<file path="src/rtl/port_arbiter.sv">
// port_arbiter: round-robin N_IN:1 toggle-handshake arbiter (req_i/data_i/ack_i per input, req_o/data_o/ack_o to the link, grant_o/busy_o/pkt_cnt_o/err_o status)
`timescale 1ns/1ps
module port_arbiter #(
  parameter int N_IN = 4,
  parameter int PAYLOAD = 32,
  parameter int X_BITS = 1,
  parameter int Y_BITS = 1,
  parameter int PACKET_W = X_BITS + Y_BITS + 2 + PAYLOAD
) (
  input  logic                     clk,
  input  logic                     rst,
  input  logic [N_IN-1:0]          req_i,
  input  logic [N_IN*PACKET_W-1:0] data_i,
  output logic [N_IN-1:0]          ack_i,
  output logic                     req_o,
  output logic [PACKET_W-1:0]      data_o,
  input  logic                     ack_o,
  output logic [N_IN-1:0]          grant_o,
  output logic                     busy_o,
  output logic [15:0]              pkt_cnt_o,
  output logic                     err_o
);
  localparam int IW = $clog2(N_IN);
  typedef enum logic {IDLE, WAIT} state_t;
  state_t state, state_nxt;
  logic [IW-1:0] ptr, win, sel;
  logic [N_IN-1:0] pend;
  logic found, take, done;
  assign pend = req_i ^ ack_i;
  always_comb begin
    sel = ptr;
    found = 1'b0;
    for (int k = 1; k <= N_IN; k++)
      if (!found && pend[(int'(ptr) + k) % N_IN]) begin
        found = 1'b1;
        sel = IW'((int'(ptr) + k) % N_IN);
      end
  end
  // an unmatched ack_o in IDLE keeps the link outstanding, so no grant until it realigns
  always_comb begin
    take = 1'b0;
    done = 1'b0;
    take = state == IDLE && found && ack_o == req_o;
    done = state == WAIT && ack_o == req_o;
    state_nxt = take ? WAIT : done ? IDLE : state;
  end
  always_ff @(posedge clk) begin
    if (rst) begin
      state <= IDLE;
      ptr <= IW'(N_IN - 1);
      win <= '0;
      req_o <= 1'b0;
      ack_i <= '0;
      data_o <= '0;
      grant_o <= '0;
      busy_o <= 1'b0;
      pkt_cnt_o <= '0;
      err_o <= 1'b0;
    end else begin
      state <= state_nxt;
      if (state == IDLE && ack_o != req_o) err_o <= 1'b1;
      if (take) begin
        win <= sel;
        data_o <= data_i[int'(sel)*PACKET_W +: PACKET_W];
        req_o <= ~req_o;
        grant_o <= N_IN'(1) << sel;
        busy_o <= 1'b1;
      end
      if (done) begin
        ack_i[win] <= ~ack_i[win];
        ptr <= win;
        grant_o <= '0;
        busy_o <= 1'b0;
        pkt_cnt_o <= pkt_cnt_o + 16'd1;
      end
    end
  end
endmodule
</file>
<file path="config.mk">
export PLATFORM = sky130hd
export DESIGN_NAME = port_arbiter
export DESIGN_NICKNAME = d
export VERILOG_FILES = /design/src/rtl/port_arbiter.sv
export SDC_FILE = /design/constraint.sdc
export NUM_CORES = 1
export LEC_CHECK = 0
export ABC_CLOCK_PERIOD_IN_PS = 2270
export CORE_MARGIN = 2
export CORE_UTILIZATION = 37
export DETAILED_ROUTE_END_ITERATION = 10
export HOLD_SLACK_MARGIN = 0.12
export PLACE_DENSITY = 0.85
export SLEW_MARGIN = 10
export SYNTH_ARGS = -nofsm -noshare
export SYNTH_HDL_FRONTEND = slang
export SYNTH_SLANG_ARGS = --single-unit
</file>
<file path="constraint.sdc">
create_clock -name clk -period 2.27 [get_ports clk]
set_clock_uncertainty 0.05 [all_clocks]
set_input_delay 0.454 -clock clk [delete_from_list [all_inputs] [get_ports clk]]
set_output_delay 0.454 -clock clk [all_outputs]
set_load 0.005 [all_outputs]
</file>
Word-level counts from Yosys, hierarchy flattened
Index checks and enable logic that the tools add are counted.
{"block": "word_totals", "inputBits": 151, "wordCells": 78, "register_bits": 68}
{"block": "op_classes", "eq_ne": 2, "magnitude_cmp": 6, "shift": 2, "mul": 1, "n_reduce_logical": 17, "bitwise": 8, "mux": 27, "addsub": 5}
{"operator": "$shiftx A144 B9 Y36", "count": 1}
{"operator": "$add A16 B1 Y16 const B", "count": 1}
{"operator": "$lt A3 B4 Y1 const B", "count": 4}
{"operator": "$mux W1", "count": 16}
{"operator": "$bmux W1 S2", "count": 5}
{"operator": "$reduce_or A2 Y1", "count": 5}
{"operator": "$logic_and A1 B1 Y1", "count": 8}
{"operator": "$mux W2", "count": 4}
{"operator": "$mul A2 B4 Y6 const B", "count": 1}
{"operator": "$add A2 B1 Y2 const B", "count": 2}
{"operator": "$add A2 B2 Y2 const B", "count": 2}
{"operator": "$and A1 B1 Y1 const A", "count": 4}
{"operator": "$bwmux W4", "count": 1}
{"operator": "$shl A1 B2 Y4 const A", "count": 1}
{"operator": "$xor A4 B4 Y4", "count": 1}
{"operator": "$logic_not A1 Y1", "count": 3}
{"operator": "$lt A2 B3 Y1 const B", "count": 1}
{"operator": "$not A1 Y1", "count": 3}
{"operator": "$demux W1 S2", "count": 1}
{"operator": "$ge A2 B1 Y1 const B", "count": 1}
{"operator": "$reduce_bool A2 Y1", "count": 1}
{"operator": "$eq A1 B1 Y1", "count": 1}
{"operator": "$ne A1 B1 Y1", "count": 1}

Depth between registers and ports, before layout
{"block": "logic_depth", "ltp_word": 19, "ltp_mapped": 8, "depth_no_buf": 6}

Worst setup path before layout
OpenSTA, ideal clock, no wires.
{"block": "synth_timing", "path_kind": "input to register", "startpoint": "input port req_i[1]", "endpoint": "register data_o[16]", "stages": 7, "setup_time_ns": 0.120, "slack_ns": 0.302, "t_arrival_ns": 1.799, "required_ns": 2.100, "path_buffers": 2, "cell_sequence": "xnor2_2 -> o221ai_1 -> a21oi_1 -> buf_4 -> buf_2 -> mux2i_1 -> o21ai_2"}
{"block": "synth_via", "elab_chain_cells": 16, "elab_cells_between_ends": 31, "classes_between": "1 x mul; 1 x shift; 20 x mux; 1 x bitwise; 8 x reduce/logical"}
{"item": "start, declared", "line": "12", "text": "input logic [N_IN-1:0] req_i,"}
{"item": "$xor A4 B4 Y4 *", "line": "29", "text": "assign pend = req_i ^ ack_i;"}
{"item": "$bmux W1 S2", "line": "34", "text": "if (!found && pend[(int'(ptr) + k) % N_IN]) begin"}
{"item": "$mux W1 (not written as such) (2 in series)", "line": "34"}
{"item": "$mux W1", "line": "34"}
{"item": "$logic_not A1 Y1", "line": "34"}
{"item": "$logic_and A1 B1 Y1", "line": "34"}
{"item": "$mux W1", "line": "34"}
{"item": "$logic_not A1 Y1", "line": "34"}
{"item": "$logic_and A1 B1 Y1", "line": "34"}
{"item": "$mux W1", "line": "34"}
{"item": "$logic_not A1 Y1", "line": "34"}
{"item": "$logic_and A1 B1 Y1", "line": "34"}
{"item": "$mux W2 / $mux W1 (equally long branches)", "line": "34"}
{"item": "$mul A2 B4 Y6 / $logic_and A1 B1 Y1 (equally long branches)", "line": "64, 43"}
{"item": "$shiftx A144 B9 Y36 / $logic_and A1 B1 Y1 (equally long branches)", "line": "64, 43"}
{"item": "end signal, assigned", "line": "64", "text": "data_o <= data_i[int'(sel)*PACKET_W +: PACKET_W];"}
{"item": "end, declared", "line": "16", "text": "output logic [PACKET_W-1:0] data_o,"}
Mark *: on every way between the ends. The rest lies on a longest branch, timed or not. The select of a mux whose other input is x is not followed.
A chain may end at the register's enable or synchronous reset.

Worst setup path after layout
{"block": "layout_timing", "startpoint": "register ack_i[0]", "endpoint": "register data_o[2]"}
{"block": "layout_via", "elab_chain_cells": 16, "elab_cells_between_ends": 31, "classes_between": "1 x mul; 1 x shift; 20 x mux; 1 x bitwise; 8 x reduce/logical"}
{"item": "start, declared", "line": "14", "text": "output logic [N_IN-1:0] ack_i,"}
{"item": "start signal, assigned by index", "line": "70", "text": "ack_i[win] <= ~ack_i[win];"}
{"item": "$xor A4 B4 Y4 *", "line": "29"}
{"item": "$bmux W1 S2", "line": "34"}
{"item": "$mux W1 (not written as such) (2 in series)", "line": "34"}
{"item": "$mux W1", "line": "34"}
{"item": "$logic_not A1 Y1", "line": "34"}
{"item": "$logic_and A1 B1 Y1", "line": "34"}
{"item": "$mux W1", "line": "34"}
{"item": "$logic_not A1 Y1", "line": "34"}
{"item": "$logic_and A1 B1 Y1", "line": "34"}
{"item": "$mux W1", "line": "34"}
{"item": "$logic_not A1 Y1", "line": "34"}
{"item": "$logic_and A1 B1 Y1", "line": "34"}
{"item": "$mux W2 / $mux W1 (equally long branches)", "line": "34"}
{"item": "$mul A2 B4 Y6 / $logic_and A1 B1 Y1 (equally long branches)", "line": "64, 43"}
{"item": "$shiftx A144 B9 Y36 / $logic_and A1 B1 Y1 (equally long branches)", "line": "64, 43"}
Marks and branches as above.

==> flow_metrics.tcl <==
set metrics [dict create \
    fillers 724 \
    startpoint "ack_i[0]" \
    drt-met1-wl_um 5164 \
    clockRootBuffer "clkbuf_8" \
    syn_area_um2 3488 \
    holdWs_ns 0.4279 \
    io-pin-count 214 \
    drc_errors 0 \
    htreeDepth 3 \
    p_leak_nw 2.643 \
    yosys_warnings 0 \
    grt_pass1_wl_um 18110 \
    post-route-min-period_ns 2.124 \
    cpLargestDelayFamily "compound AO/OA/AOI/OAI gates" \
    clkTransAtPathRegs_ns 0.07 \
    ys.flop_type "dfxtp_1" \
    clock_sinks 68 \
    synthArstFlopShare 0 \
    drt_wl_total_um 13130 \
    yosysUniqueCellTypes 36 \
    critPathMaxStageDelay_ns 0.46 \
    synth_top_cell_by_area "dfxtp_1" \
    powerDensity_nw_per_um2 723.4 \
    reg2regPathDepth 8 \
    std_cell_rows 35 \
    worst_slew_pin_slew_ns 0.3673 \
    setup-violations-final 0 \
    status "finished, final reports clean" \
    syn_inst 359 \
    switchingPower_mw 1.368 \
    slew_headroom 0.7539 \
    start_kind "register" \
    die_w_um 101.1 \
    drive_above_1_share 0.1128 \
    ant_nets 0 \
    cp-endpoint "data_o[2]" \
    overflow 0 \
    pwr-share-clk 0.218 \
    routed_via_density 5.210 \
    seqPwrFrac 0.330 \
    final_area_um2 6319 \
    route.met2.wl_um 6642 \
    path_max_fanout 8 \
    ctsHoldBuffers 0 \
    required_ns 2.43 \
    cap_violations 0 \
    die_h_um 101.1 \
    nets 752 \
    period_share 0.9358 \
    yosys-top-cells-area "dfxtp_1 39%, mux2i_1 21%, a2bb2oi_1 9.3%" \
    fp.coreArea_um2 9196 \
    antenna_found_initial 0 \
    drt_iter0_drc 112 \
    cts-buffers-inserted 9 \
    gp_congestion 0.8252 \
    io_buffers 213 \
    start_util 0.3793 \
    p_int_mw 3.203 \
    syn_to_final_growth_pct 81.13 \
    insertion_delay_ns 0.33 \
    synth_edf_count 0 \
    ir_drop_uv 375.6 \
    wl_per_cell_um 18.39 \
    vias 3720 \
    ys_seq_area_frac 0.3902 \
    clock_path_buffers 2 \
    drv_slew 0 \
    wl_met3_um 931 \
    synth_seq_cells 68 \
    fmax_mhz 470.7 \
    swShare 0.2992 \
    rrSetupSlack_ns 0.15 \
    rr_startpoint "ack_i[0]" \
    maxUsedRoutingLayer "met4" \
    cts_tree "done" \
    critical_path_depth 8 \
    synth_top_area_frac 0.3902 \
    critPathSlowestCell "dfxtp_1" \
    path_class "register to register" \
    hold_path_class "register to register" \
    cp_cell_sequence "xor2_1 -> o221ai_2 -> a21oi_4 -> buf_6 -> clkbuf_16 -> buf_4 -> mux2i_1 -> o21ai_1" \
    grt_pass1_vias 3629 \
    grt_max_degree 34 \
    critPathBufInv 3 \
    die-area_um2 10220 \
    grt_use_total 0.2263 \
    syn-num-nets 511 \
    firstDrtPassIters 4 \
    dpl-instance-area_um2 5876 \
    hold_viol 0 \
    rsz0062_at_grt "false" \
    n_antenna_cell 0 \
    post-dp-hpwl_um 9526 \
    worstPathArrival_ns 2.28 \
    end_kind "register" \
    pwr-share-comb 0.452 \
    r2r_end "data_o[2]" \
    syn_avg_cell_area_um2 9.717 \
]
==> what timing repair did <==
action                                  in CTS  in global routing
buffers inserted                             0                 10
endpoints found under the setup margin      25                 38
resized for setup                            1                 13
cloned                                       0                  4
pin swaps                                    0                  4
==> cell usage in the layout (no fill, tap or decap), types with 3 or more instances in the layout <==
cell type        count
nand2_1             10
buf_4               26
xnor2_1              7
xor2_1              15
xnor2_2              3
a21oi_1              3
a2bb2oi_1           37
nand3_1              9
buf_12               6
and3_1               5
o21ai_1             34
nor2_1              38
mux2i_1             73
clkbuf_8            11
dfxtp_1             68
nand4_1              3
a22oi_1              4
dlymetal6s2s_1       4
buf_6                5
clkbuf_16            3
clkdlybuf4s50_1    209
==> synthesized netlist by cell type (all sizes together) (2+ instances only) <==
master	count
and2	2
mux2i	73
dfxtp	68
nand3	9
buf	17
nand2b	2
o21ai	36
a22oi	4
a2bb2oi	37
nand4	3
inv	3
clkbuf	6
nand2	11
xor2	15
nor2	39
and3	5
a211oi	2
a21oi	4
or3	2
o221ai	2
nor3	2
xnor2	11
==> logic make-up after synthesis <==
| kind of cell | after synthesis | share of synthesized area |
|---|---|---|
| adder cells (fa/ha/maj) | 1 | 0.003586 |
| AO/OA/AOI/OAI | 88 | 0.1801 |
| flip-flops | 68 | 0.3902 |
| AND/OR/NAND/NOR | 76 | 0.09756 |
| multiplexers | 74 | 0.2127 |
| XOR/XNOR | 26 | 0.07174 |
| buffers and inverters | 26 | 0.04412 |
==> worst min-delay path by stage <==
stage	startpoint	endpoint	cells after the start
floorplan	err_o	err_o	2
global placement	data_o[21]	data_o[21]	2
detailed placement	data_o[8]	data_o[8]	2
CTS	data_o[21]	data_o[21]	2
global route	data_o[15]	data_o[15]	2
finish	data_o[21]	data_o[21]	2
==> through the flow <==
step / util / setup TNS [ns] / std cells / total power [mW] / setup slack (ns)
2_1_floorplan: - / 0 / 359 / 2.398 / 0.3018
3_3_place_gp: 0.6389 / -9.382 / 686 / 3.274 / -0.2725
3_5_place_dp: 0.6389 / -13.90 / 686 / 3.325 / -0.3966
4_1_cts: 0.6604 / -0.01315 / 700 / 4.331 / -0.01315
5_1_grt: 0.6871 / 0 / 714 / 4.778 / 0.01639
6_report: 0.6871 / 0 / 714 / 4.571 / 0.1457
==> registers in the layout, indices dropped and copies added, names as in the netlist <==
name and count:
busy_o 1, err_o 1, state 1, win 2
ack_i 4, req_o 1, pkt_cnt_o 16, data_o 36
grant_o 4, ptr 2
==> power groups by stage <==
| stage | logic, mW | registers (mW) | clock network (mW) |
|---|---|---|---|
| after global routing | 2.19 | 1.53 | 1.06 |
| after floorplan | 0.876 | 1.52 | 0 |
| final | 2.07 | 1.51 | 0.997 |
| after CTS | 1.81 | 1.50 | 1.02 |
| after global placement | 1.76 | 1.52 | 0 |
| after detailed placement | 1.80 | 1.53 | 0 |
==> cell type report <==
type / instances / area (µm²) / share of cell area
well taps: 111 / 138.9 / 0.02198
clock inverters: 2 / 35.03 / 0.005545
clock buffers: 12 / 155.1 / 0.02455
repair buffers: 253 / 2589 / 0.4097
inverters: 3 / 11.26 / 0.001782
flip-flops and latches: 68 / 1361 / 0.2154
multi-input cells: 265 / 2028 / 0.3210
==> per-layer routing <==
layer / vias to the layer above / track usage
met5: - / 0
met4: 0 / 0.09563
met3: 24 / 0.04508
met2: 157 / 0.3907
met1: 1753 / 0.2726
li1: 1786 / -
==> tightest hold or removal path, stage by stage, from the launching register on <==
cell and delay, ns:
dfxtp_1 0.33, a2bb2oi_1 0.07, o21ai_2 0.05
Power figures use the tool's default switching activity.
